## src/rtl/pipe_ctrl_pkg.sv

```systemverilog
// Shared opcodes, state encoding and enable bundle for the pipeline sequencer.
// Imported by pipe_hazard_sequencer and its helpers.
package pipe_ctrl_pkg;

  localparam logic [3:0] OP_ARITH = 4'b0000;
  localparam logic [3:0] OP_LBU   = 4'b1010;
  localparam logic [3:0] OP_LOAD  = 4'b1100;
  localparam logic [3:0] OP_HALT  = 4'b1111;

  localparam logic [1:0] MEMREAD_NONE = 2'b00;

  typedef enum logic [1:0] {
    RUN,
    DRAIN,
    HALTED
  } seq_state_t;

  typedef struct packed {
    logic pc_write;
    logic ifid_write;
    logic ifid_flush;
    logic idex_bubble;
    logic exmem_write;
  } pipe_en_t;

  localparam pipe_en_t EN_NONE = '0;

endpackage

```

## src/rtl/sat_counter.sv

```systemverilog
// Saturating up-counter, cleared by asynchronous active-low reset.
// Holds at all-ones once reached.
module sat_counter #(
  parameter int W = 16
) (
  input  logic         clk,
  input  logic         rst_n,
  input  logic         inc,
  output logic [W-1:0] cnt
);

  logic [W-1:0] cnt_q;
  logic [W-1:0] cnt_d;

  always_comb begin
    cnt_d = cnt_q;
    if (inc && !(&cnt_q)) begin
      cnt_d = cnt_q + W'(1);
    end
  end

  always_ff @(posedge clk or negedge rst_n) begin
    if (!rst_n) begin
      cnt_q <= '0;
    end else begin
      cnt_q <= cnt_d;
    end
  end

  assign cnt = cnt_q;

endmodule

```

## src/rtl/pipe_hazard_sequencer.sv

```systemverilog
// Pipeline stall/flush/freeze sequencer with RUN -> DRAIN -> HALTED lifecycle.
// Optional perf counters enabled by defining PIPE_PERF_CNT_EN.
module pipe_hazard_sequencer
  import pipe_ctrl_pkg::*;
#(
  parameter int DRAIN_CYCLES = 3,
  parameter int REG_ADDR_W   = 4,
  parameter int CNT_W        = 16
) (
  input  logic                  clk,
  input  logic                  rst_n,
  input  logic [3:0]            id_opCode,
  input  logic [REG_ADDR_W-1:0] id_rs,
  input  logic [REG_ADDR_W-1:0] id_rt,
  input  logic                  id_rs_used,
  input  logic                  id_rt_used,
  input  logic [1:0]            ex_memRead,
  input  logic [REG_ADDR_W-1:0] ex_rd,
  input  logic                  ex_redirect,
  input  logic                  mem_busy,
  output logic                  pc_write,
  output logic                  ifid_write,
  output logic                  ifid_flush,
  output logic                  idex_bubble,
  output logic                  exmem_write,
  output logic                  halted,
  output logic [CNT_W-1:0]      stall_cnt,
  output logic [CNT_W-1:0]      flush_cnt
);

  localparam int DW = $clog2(DRAIN_CYCLES + 1);

  seq_state_t    state_q, state_d;
  logic [DW-1:0] drain_q, drain_d;
  logic          halted_q, halted_d;
  pipe_en_t      en;
  logic          load_use;

  assign load_use = (ex_memRead != MEMREAD_NONE)
                 && (ex_rd != '0)
                 && ((id_rs_used && id_rs == ex_rd)
                  || (id_rt_used && id_rt == ex_rd));

  always_comb begin
    en      = EN_NONE;
    state_d = state_q;
    drain_d = drain_q;
    unique case (state_q)
      RUN: begin
        if (mem_busy) begin
          en = EN_NONE;
        end else if (ex_redirect) begin
          en = '{1'b1, 1'b1, 1'b1, 1'b1, 1'b1};
        end else if (load_use) begin
          en = '{1'b0, 1'b0, 1'b0, 1'b1, 1'b1};
        end else if (id_opCode == OP_HALT) begin
          en      = '{1'b0, 1'b0, 1'b0, 1'b1, 1'b1};
          state_d = DRAIN;
          drain_d = DW'(DRAIN_CYCLES);
        end else begin
          en = '{1'b1, 1'b1, 1'b0, 1'b0, 1'b1};
        end
      end
      DRAIN: begin
        en = '{1'b0, 1'b0, 1'b0, 1'b1, !mem_busy};
        if (!mem_busy) begin
          if (drain_q == DW'(1)) begin
            state_d = HALTED;
          end else begin
            drain_d = drain_q - DW'(1);
          end
        end
      end
      HALTED: en = EN_NONE;
      default: state_d = RUN;
    endcase
    // Reset must hold the pipeline completely still.
    if (!rst_n) begin
      en = EN_NONE;
    end
    halted_d = (state_d == HALTED);
  end

  always_ff @(posedge clk or negedge rst_n) begin
    if (!rst_n) begin
      state_q  <= RUN;
      drain_q  <= '0;
      halted_q <= 1'b0;
    end else begin
      state_q  <= state_d;
      drain_q  <= drain_d;
      halted_q <= halted_d;
    end
  end

  assign pc_write    = en.pc_write;
  assign ifid_write  = en.ifid_write;
  assign ifid_flush  = en.ifid_flush;
  assign idex_bubble = en.idex_bubble;
  assign exmem_write = en.exmem_write;
  assign halted      = halted_q;

`ifdef PIPE_PERF_CNT_EN
  logic stall_inc;
  logic flush_inc;

  assign stall_inc = (state_q == RUN)
                  && (mem_busy || (!ex_redirect && load_use));
  assign flush_inc = (state_q == RUN) && !mem_busy && ex_redirect;

  sat_counter #(.W(CNT_W)) u_stall_cnt (
    .clk   (clk),
    .rst_n (rst_n),
    .inc   (stall_inc),
    .cnt   (stall_cnt)
  );

  sat_counter #(.W(CNT_W)) u_flush_cnt (
    .clk   (clk),
    .rst_n (rst_n),
    .inc   (flush_inc),
    .cnt   (flush_cnt)
  );
`else
  assign stall_cnt = '0;
  assign flush_cnt = '0;
`endif

endmodule

```

## config.mk

```make
export PLATFORM = sky130hd
export DESIGN_NAME = pipe_hazard_sequencer
export DESIGN_NICKNAME = d
export VERILOG_FILES = /design/src/rtl/pipe_ctrl_pkg.sv /design/src/rtl/sat_counter.sv /design/src/rtl/pipe_hazard_sequencer.sv
export SDC_FILE = /design/constraint.sdc
export NUM_CORES = 1
export LEC_CHECK = 0
export CORE_UTILIZATION = 28
export CTS_BUF_LIST = sky130_fd_sc_hd__clkbuf_8 sky130_fd_sc_hd__clkbuf_16
export DETAILED_ROUTE_END_ITERATION = 7
export HOLD_SLACK_MARGIN = 0.05
export PLACE_DENSITY = 0.85
export SYNTH_ARGS = -nofsm -noshare
export SYNTH_HDL_FRONTEND = slang
export SYNTH_HIERARCHICAL = 1
export SYNTH_SLANG_ARGS = --single-unit
export TNS_END_PERCENT = 50
```

## constraint.sdc

```tcl
create_clock -name clk -period 1.43 [get_ports clk]
set_input_delay 0.286 -clock clk [delete_from_list [all_inputs] [get_ports clk]]
set_output_delay 0.286 -clock clk [all_outputs]
set_load 0.01 [all_outputs]
```

Yosys cells after proc, flatten, opt, wreduce, memory -nomap -nowiden
Index checks and enable logic that the tools add are counted.
{ "totals": {"reg_bits": 5, "elab_cells": 48, "output_inout_bits": 38, "inputBits": 24} }
{ "classes": {"n_reduce_logical": 11, "n_mux": 20, "addsub": 1, "n_eq_ne": 13} }
{ "op_table": {"columns": ["operator", "count"], "rows": [
  ["$mux 5", 5],
  ["$mux 2", 12],
  ["$ne 2x2->1 const B", 6],
  ["$pmux 5 s2", 1],
  ["$eq 4x4->1", 2],
  ["$reduce_and 7->1", 1],
  ["$pmux 2 s3", 1],
  ["$eq 2x1->1 const B", 2],
  ["$eq 2x2->1 const B", 2],
  ["$eq 4x4->1 const B", 1],
  ["$logic_and 1x1->1", 4],
  ["$pmux 2 s2", 1],
  ["$reduce_bool 2->1", 2],
  ["$reduce_bool 4->1", 1],
  ["$logic_not 2->1", 1],
  ["$sub 2x1->2 const B", 1],
  ["$logic_not 1->1", 1],
  ["$logic_or 1x1->1", 1]
]} }

Depth between registers and ports, before layout
Gate-level depths: netlist of the first run.
{ "logic_depth": {"ltp_word": 9, "depth_mapped": 6, "depth_no_buf": 6} }

Worst setup path after synthesis of the first run
OpenSTA, ideal clock, no wires.
{ "synth_timing": {"path_kind": "register -> output", "from": "register state_q[1]", "to": "output port pc_write", "t_arrival_ns": 1.316, "path_buffers": 2, "required_time_ns": 1.144, "setup_slack_ns": -0.172, "path_stages_with_launch": 6, "path_cell_list": "dfrtp_1 > buf_2 > nor3b_2 > and2_1 > a31o_1 > buf_4"} }
{ "synth_between": {"elab_chain_len": 3, "elab_cells_between_ends": 4, "cone_classes": "eq/ne (1); mux (2); reduce/logical (1)"} }
{ "synth_rtl": {"columns": ["element", "line_no", "rtl"], "rows": [
  ["from (decl)", "pipe_hazard_sequencer.sv:33", "seq_state_t state_q, state_d;"],
  ["from (signal assigned)", "pipe_hazard_sequencer.sv:90", "state_q <= state_d;"],
  ["$eq 2x1->1 or $logic_not 2->1 (tied branches)", "pipe_hazard_sequencer.sv:48", "unique case (state_q)"],
  ["$pmux 5 s2 *", "pipe_hazard_sequencer.sv:48", null],
  ["$mux 5 *", "pipe_hazard_sequencer.sv:78", "if (!rst_n) begin"],
  ["to (decl)", "pipe_hazard_sequencer.sv:21", "output logic pc_write,"]
]} }
Every way passes the cells marked *; elsewhere a longest branch is shown, timed or not.

Worst setup path after layout of the first run
{ "layout_timing": {"from": "input port id_rt_used", "to": "output port pc_write"} }
{ "layout_between": {"elab_chain_len": 8} }
{ "layout_rtl": {"columns": ["element", "line_no", "rtl"], "rows": [
  ["from (decl)", "pipe_hazard_sequencer.sv:16", "input logic id_rt_used,"],
  ["$logic_and 1x1->1", "pipe_hazard_sequencer.sv:42", "|| (id_rt_used && id_rt == ex_rd));"],
  ["$logic_or 1x1->1", "pipe_hazard_sequencer.sv:42", null],
  ["$logic_and 1x1->1", "pipe_hazard_sequencer.sv:41", "&& ((id_rs_used && id_rs == ex_rd)"],
  ["$mux 5", "pipe_hazard_sequencer.sv:54", "end else if (load_use) begin"],
  ["$mux 5", "pipe_hazard_sequencer.sv:52", "end else if (ex_redirect) begin"],
  ["$mux 5", "pipe_hazard_sequencer.sv:50", "if (mem_busy) begin"],
  ["$pmux 5 s2", "pipe_hazard_sequencer.sv:48", null],
  ["$mux 5", "pipe_hazard_sequencer.sv:78", null]
]} }
Every way passes these cells.

==> run summary, run 1 <==
largest cells by area after synthesis: buf_4 (35%), dfrtp_1 (18%), xor2_1 (7.5%)
most frequent cell after synthesis: buf_4
final core occ: 46.8%
ant diodes: 0
MaxCap Viol Count: 0
sw frac: 36.4%
Starting Density: 30.7%
WP data arrival: 1400 ps
gr usage total: 12.2%
post-synth top area share: 35.2%
# clock sinks: 5
Clock power frac: 23.4%
Max Fclk: 592 MHz
register area: 125 sq um
sequential-to-total area share from yosys stat: 17.8%
post-synthesis async set-or-reset flop share: 100%
Finish-stage setup viols: 6
Overflow after GRT: 0
clock-pin slew on the worst setup and hold paths: 40 ps
Clock Path Buffers: 2
Hold Crit Class: primary input to asynchronous set/reset pin
global routing usage on met3: 1.75%
PD cells: 1010 nW/um^2
final cycle utilization of the critical path: 118%
switching pwr: 0.396 mW
CTS tree: built
clock root buffer: clkbuf_8
CORE AREA: 2300 sq um
CTS Hold Bufs: 0
met2 GRT Util: 28.2%
largest area contributor in the netlist: buf_4
Die ar.: 2720 sq um
wire length per cell: 10.1 um
total power: 1.09 mW
DR DRC count: 0
largest net degree at the start of global routing: 7
Worst R2R Start: state_q[1]
die height: 52.2 um
Post-DRT Antenna Nets: 0
Leak: 0.552 nW
fin cells: 161
DR vias/cell: 4.05
NumNets Final: 159
EDFF count, synth: 0
post-synthesis register bit count: 5
Internal: 0.692 mW
Post-Route WL: 1630 um
Final Max Tran Viols: 0
FP Rows: 17
dpl hpwl: 1310 um
Fin Setup TNS: -1060 ps
first-pass GRT wire length: 2440 um
top cells by count, synth: buf_4 (33), nor2_1 (6), xor2_1 (6)
met1 usage: 10.1%
initial antenna violation count: 0
area of the multi-input gates: 490 sq um
Final Hold Fails: 0
gr busiest metal: met2
critical path capture point type: primary output
cells after synthesis: 87
Max VDD drop: 0.655 mV
Detailed Routing Iterations Pass 1: 2
worst r2r dst: drain_q[1]
Avg Inst Size Synth: 8.10 sq um
ys flop type: dfrtp_1
RSZ-0062 raised after global routing: yes
total CTS buffers: 3
share of layout cells above drive strength 1: 35.3%
Fill cells: 241
die outline width: 52.2 um
final instance area: 1070 sq um
clk_lat worst skew: 220 ps
failing checks: setup timing
PortBufs: 29
Final WS setup: -258 ps
Unique masters post-synth: 29
vias in the first global route: 627
status: finished with violations
CP Launch Type: primary input
Layout Skew: 0.439 ps
largest fanout on the critical path: 2
placer congestion estimate: 0.833
Gate power share: 53.1%
mapped cell area: 704 sq um
placed insts: 151
Ports: 62
sequential share of power: 23.5%
CTS H-tree lvls: 1
DR vias: 652
initial drt markers: 2
reg2reg path depth: 6
path type of the worst setup path: primary input to primary output
min Tclk post-route: 1690 ps
Req. time, crit path: 1140 ps
Yosys warnings: 6
setup slack, reg-to-reg: 40 ps
Area after DPL: 988 sq um
Area Overhead vs Synth: 52.6%
[critical path, cell delays in order]
cell and delay [ps]:
clkdlybuf4s50_1 450, nand4_1 140, and2_4 180, a31o_4 220, buf_6 120
[logic make-up (layout without fill, tap and decap cells)]
logic type               Yosys count  in the layout  synth area share, %
buffers and inverters             36             51                 37.1
AND/OR/NAND/NOR                   26             26                 21.5
AO/OA/AOI/OAI                      8              8                 8.53
XOR/XNOR                           8              8                 9.95
flip-flops                         5              5                 17.8
multiplexers                       2              2                 2.84
adder cells (fa/ha/maj)            1              1                 1.78
other                              1             32                0.532
[worst max path at each step]
| stage | start | endpoint | slack, ps | cells past startpoint |
|---|---|---|---|---|
| 5_1_grt | id_rt[2] | pc_write | -300 | 7 |
| 6_report | id_rt_used | pc_write | -260 | 5 |
| 3_5_place_dp | ex_rd[3] | pc_write | -1000 | 7 |
| 4_1_cts | id_rt[2] | pc_write | -280 | 7 |
| 2_1_floorplan | ex_rd[0] | pc_write | -60 | 6 |
| 3_3_place_gp | ex_rd[0] | pc_write | -940 | 7 |
[state kept, by name (all words and copies together), names as in the netlist]
name and count:
halted 1, drain_q 2, state_q 2
[power by group through the flow]
stage / logic, mW / registers, mW / clock network [mW]
2_1_floorplan: 0.427 / 0.236 / 0
3_3_place_gp: 0.529 / 0.248 / 0
3_5_place_dp: 0.558 / 0.253 / 0
4_1_cts: 0.567 / 0.256 / 0.257
5_1_grt: 0.627 / 0.264 / 0.269
6_report: 0.578 / 0.255 / 0.255
[layout by cell type, fill, tap and decap left out, types with 3 or more instances in the layout]
cell type / n
clkdlybuf4s50_1: 6
nor2_1: 6
clkbuf_8: 3
dlygate4sd2_1: 6
conb_1: 32
xor2_1: 6
buf_4: 17
buf_6: 6
dfrtp_1: 5
nand4_1: 3
buf_2: 7
[routing by layer]
layer	vias to the layer above	wire [um]
li1	317	-
met1	300	551
met2	33	970
met3	2	89
met4	0	19
met5	-	0
[area by class of cell]
type                       instances  share of cell area [%]
clock buffer                       3                    3.84
clock inverter                     1                   0.349
inverter                           1                   0.349
multi-input combinational         77                    45.6
sequential                         5                    11.6
tap                               28                    3.26
timing repair buffer              46                    34.9
[stage by stage]
step / hold slack [ps] / worst slack, ps
2_1_floorplan: -9.59 / -62.5
3_3_place_gp: 560 / -940
3_5_place_dp: 580 / -996
4_1_cts: 101 / -285
5_1_grt: 121 / -295
6_report: 98.6 / -258
[repair_timing]
action,in CTS,in global routing
pin swaps,17,11
gates resized for setup,77,6
setup endpoints to repair,8,7
setup buffers,5,1
No activity file was read; power rests on OpenSTA's default activity.
==> run 2: changes to the inputs <==
CORE_UTILIZATION = 50   (was 28)
DONT_BUFFER_PORTS = 1   (was unset)
PLACE_DENSITY = 0.77   (was 0.85)
==> run 2 against run 1 <==
Clock skew grew 0.73 ps. Combinational power shrank 27%. Utilization grew 7.4 points. Register-to-register slack is essentially flat. Critical endpoint is now ifid_write. First-iteration DRC count grew 50%. Global-route usage grew 3.4 points. The run still ends with setup timing left. Non-clock buffer count shrank 42. Fmax grew 13%.
==> run summary, run 2 (synthesis results as in run 1) <==
Final Hold Fails: 0
initial drt markers: 3
die height: 39.5 um
min-delay src: mem_busy
ant diodes: 0
Post-Route WL: 1170 um
status: finished with violations
placer congestion estimate: 0.683
Req. time, crit path: 1140 ps
share of layout cells above drive strength 1: 17.6%
PD cells: 1350 nW/um^2
Fill cells: 126
DR vias/cell: 4.70
WP data arrival: 1210 ps
path type of the worst setup path: flip-flop to primary output
Ports: 62
DR DRC count: 0
FP Rows: 13
area of the multi-input gates: 474 sq um
reg2reg path depth: 6
sequential share of power: 28.9%
clock root buffer: clkbuf_8
DR vias: 498
Post-Place Worst Slack: -12.5 ps
Max Fclk: 670 MHz
Max VDD drop: 0.516 mV
Hold Path Cell Cnt: 1
most frequent cells in the layout: conb_1 (32), nor2_1 (6), xor2_1 (6)
Die ar.: 1560 sq um
MaxCap Viol Count: 0
Clock power frac: 26.9%
Area Overhead vs Synth: 0.178%
Starting Density: 54.1%
Worst R2R Start: state_q[1]
first-pass GRT wire length: 1620 um
clock-pin slew on the worst setup and hold paths: 40 ps
Area after DPL: 614 sq um
worst r2r dst: drain_q[1]
Post-DRT Antenna Nets: 0
Leak: 0.331 nW
initial antenna violation count: 0
dpl hpwl: 961 um
PortBufs: 0
CTS H-tree lvls: 1
RSZ-0062 raised after global routing: yes
Layout Skew: 1.17 ps
Detailed Routing Iterations Pass 1: 4
vias in the first global route: 440
CP Launch Type: flip-flop
CTS tree: built
failing checks: setup timing
largest net degree at the start of global routing: 10
wire length per cell: 11.0 um
final cycle utilization of the critical path: 104%
CORE AREA: 1300 sq um
critical path capture point type: primary output
Finish-stage setup viols: 2
# clock sinks: 5
Hold Path End: state_q[0]
gr usage total: 15.6%
sw frac: 38.0%
largest fanout on the critical path: 3
crit path launch: state_q[1]
NumNets Final: 117
Clock Path Buffers: 2
total CTS buffers: 3
Final WS setup: -63.4 ps
register area: 128 sq um
clk_lat worst skew: 220 ps
most common cell after layout, fill and taps aside: conb_1
Hold Crit Class: primary input to flip-flop
switching pwr: 0.361 mW
min Tclk post-route: 1490 ps
final instance area: 706 sq um
Gate power share: 44.3%
Final Max Tran Viols: 0
Internal: 0.588 mW
Overflow after GRT: 0
setup slack, reg-to-reg: 50 ps
die outline width: 39.5 um
## run 2: power groups by stage
stage	Sequential, mW	Clock, mW	Combinational (mW)
after floorplan	0.236	0	0.427
final	0.274	0.255	0.420
after CTS	0.270	0.257	0.405
after detailed placement	0.273	0	0.364
after global routing	0.282	0.272	0.456
after global placement	0.271	0	0.338
## run 2: through the flow
step                TNS, ps  hold WS (ps)  instances  util (%)  power (mW)
floorplan             -62.5         -9.59        118         -       0.662
global placement          0         -9.50        100      47.2       0.609
detailed placement    -34.3         -9.47        100      47.2       0.637
finish                 -127           175        106      54.2       0.949
CTS                    -178           173        106      53.3       0.933
global route           -328           174        106      54.2        1.01
## run 2: what timing repair did
| action | in CTS | in global routing |
|---|---|---|
| resized for setup | 5 | 2 |
| pin swaps | 2 | 1 |
| endpoints found under the hold margin | 5 | 0 |
| setup buffers | 1 | 0 |
| endpoints found under the setup margin | 3 | 4 |
| hold buffers | 1 | 0 |
## run 2: final cells by class
cell class	instances	area share (%)
multi-input cells	77	67.2
flip-flops and latches	5	18.1
repair buffers	4	5.14
clock buffers	3	5.85
inverters	1	0.532
well taps	15	2.66
clock inverters	1	0.532
## run 2: per-layer routing
layer / GRT usage [%] / vias to the layer above / routed length (um)
li1: - / 232 / -
met1: 14.0 / 232 / 396
met2: 27.9 / 34 / 686
met3: 4.55 / 0 / 88
met4: 12.9 / 0 / 0
met5: 0 / - / 0
## run 2: worst max-delay path by stage
| stage | slack [ps] | cells past startpoint | end |
|---|---|---|---|
| global route | -120 | 3 | ifid_write |
| CTS | -80 | 3 | ifid_write |
| floorplan | -60 | 6 | pc_write |
| finish | -60 | 3 | ifid_write |
| detailed placement | -10 | 5 | idex_bubble |
| global placement | 20 | 5 | idex_bubble |
## run 2: worst max-delay path, cell delays in order (launching register included)
cell and delay (ps):
dfrtp_2 420, nor3b_4 220, nor2b_4 180, a31o_4 180
==> run 3: changes to the inputs <==
==> constraint.sdc (replaced) <==
create_clock -name clk -period 1.43 [get_ports clk]
set_input_delay 0.286 -clock clk [delete_from_list [all_inputs] [get_ports clk]]
set_output_delay 0.286 -clock clk [all_outputs]
set_load 0.005 [all_outputs]
==> run 3 against run 2 <==
Global-route usage shrank 2.0 points. Critical path depth is the same. The run still ends with setup timing left. Clock-buffer cell count is the same. Via count grew 1.2%. Critical path type unchanged. Die area is the same. Clock skew grew 1.7 ps. Highest routed layer unchanged. Critical endpoint unchanged.
==> run summary, run 3 (synthesis results as in run 1) <==
status: finished with violations
failing checks: setup timing
clk_lat worst skew: 220 ps
min Tclk post-route: 1450 ps
NumNets Final: 119
share of layout cells above drive strength 1: 17.2%
path type of the worst setup path: flip-flop to primary output
most common cell after layout, fill and taps aside: conb_1
Final Max Tran Viols: 0
Detailed Routing Iterations Pass 1: 2
Post-Route WL: 1070 um
Final Hold Fails: 0
WP data arrival: 1170 ps
Die ar.: 1560 sq um
Max VDD drop: 0.600 mV
RSZ-0062 raised after global routing: yes
ant diodes: 0
Hold Crit Class: primary input to flip-flop
initial antenna violation count: 0
final cycle utilization of the critical path: 102%
vias in the first global route: 380
CTS H-tree lvls: 1
Overflow after GRT: 0
Clock Path Buffers: 2
# clock sinks: 5
MaxCap Viol Count: 0
initial drt markers: 1
Starting Density: 54.1%
wire length per cell: 9.86 um
die outline width: 39.5 um
DR vias: 504
Leak: 0.337 nW
PD cells: 1260 nW/um^2
most frequent cells in the layout: conb_1 (32), nor2_1 (6), xor2_1 (6)
Ports: 62
critical path capture point type: primary output
CP Launch Type: flip-flop
Finish-stage setup viols: 2
fin cells: 108
CORE AREA: 1300 sq um
final core occ: 53.1%
dpl hpwl: 896 um
Layout Skew: 2.83 ps
gr usage total: 13.6%
CTS tree: built
placed insts: 100
Area Overhead vs Synth: -1.95%
FP Rows: 13
Req. time, crit path: 1140 ps
clock-pin slew on the worst setup and hold paths: 30 ps
DR vias/cell: 4.67
Final WS setup: -24.7 ps
Max Fclk: 687 MHz
DR DRC count: 0
clock root buffer: clkbuf_8
PortBufs: 0
first-pass GRT wire length: 1460 um
largest fanout on the critical path: 3
placer congestion estimate: 0.669
Fill cells: 120
die height: 39.5 um
total CTS buffers: 3
largest net degree at the start of global routing: 10
final instance area: 691 sq um
Post-DRT Antenna Nets: 0
Area after DPL: 597 sq um
-- run 3: area by class of cell --
type | instances | area, sq um | area share, %
clock inverter | 1 | 3.75 | 0.543
timing repair buffer | 6 | 55.1 | 7.97
multi-input combinational | 77 | 442 | 63.9
clock buffer | 3 | 41.3 | 5.98
tap | 15 | 18.8 | 2.72
inverter | 1 | 3.75 | 0.543
sequential | 5 | 126 | 18.3
-- run 3: path summary, 6_finish.rpt --
path,from,to,slack [ps],cells past startpoint
worst max-delay path,state_q[1],ifid_write,-20,3
worst min-delay path,mem_busy,state_q[0],190,1
worst max register to register,state_q[1],drain_q[1],120,6
worst min register to register,state_q[0],halted,580,1
max in group asynchronous,rst_n,state_q[0],850,1
min in group asynchronous,rst_n,halted,370,1
-- run 3: what timing repair did --
action                     4_1_cts  5_1_grt
cloned                           0        0
hold buffers                     1        0
setup endpoints to repair        2        4
setup buffers                    3        0
hold endpoints to repair         5        0
pin swaps                        2        1
resized for setup                3        3
-- run 3: report_power, final --
group | internal, mW | switching, mW | total (mW)
clock | 0.183 | 0.0607 | 0.244
combinational | 0.189 | 0.177 | 0.365
sequential | 0.202 | 0.0569 | 0.259
total | 0.574 | 0.294 | 0.869
-- run 3: through the flow --
step	hold WS, ps	power [mW]	setup TNS, ps	setup WS [ps]
after floorplan	-9.59	0.586	-35.9	-35.9
after global placement	-9.50	0.553	0	31.0
after detailed placement	-9.51	0.572	0	33.5
after CTS	185	0.861	-21.9	-10.9
after global routing	188	0.946	-218	-81.3
final	193	0.869	-49.4	-24.7
-- run 3: metal layers --
layer | up-vias | wire length [um] | part of all wire [%] | global-route usage, %
met5 | - | 0 | 0 | 0
met4 | 0 | 0 | 0 | 5.17
met3 | 0 | 64 | 6.0 | 1.70
met2 | 33 | 599 | 56 | 25.4
met1 | 234 | 401 | 38 | 15.2
li1 | 237 | - | - | -
-- run 3: worst max-delay path: stages, from the launching register on --
cell and delay (ps):
dfrtp_1 380, nor3b_2 210, nor2b_2 170, a31o_1 190
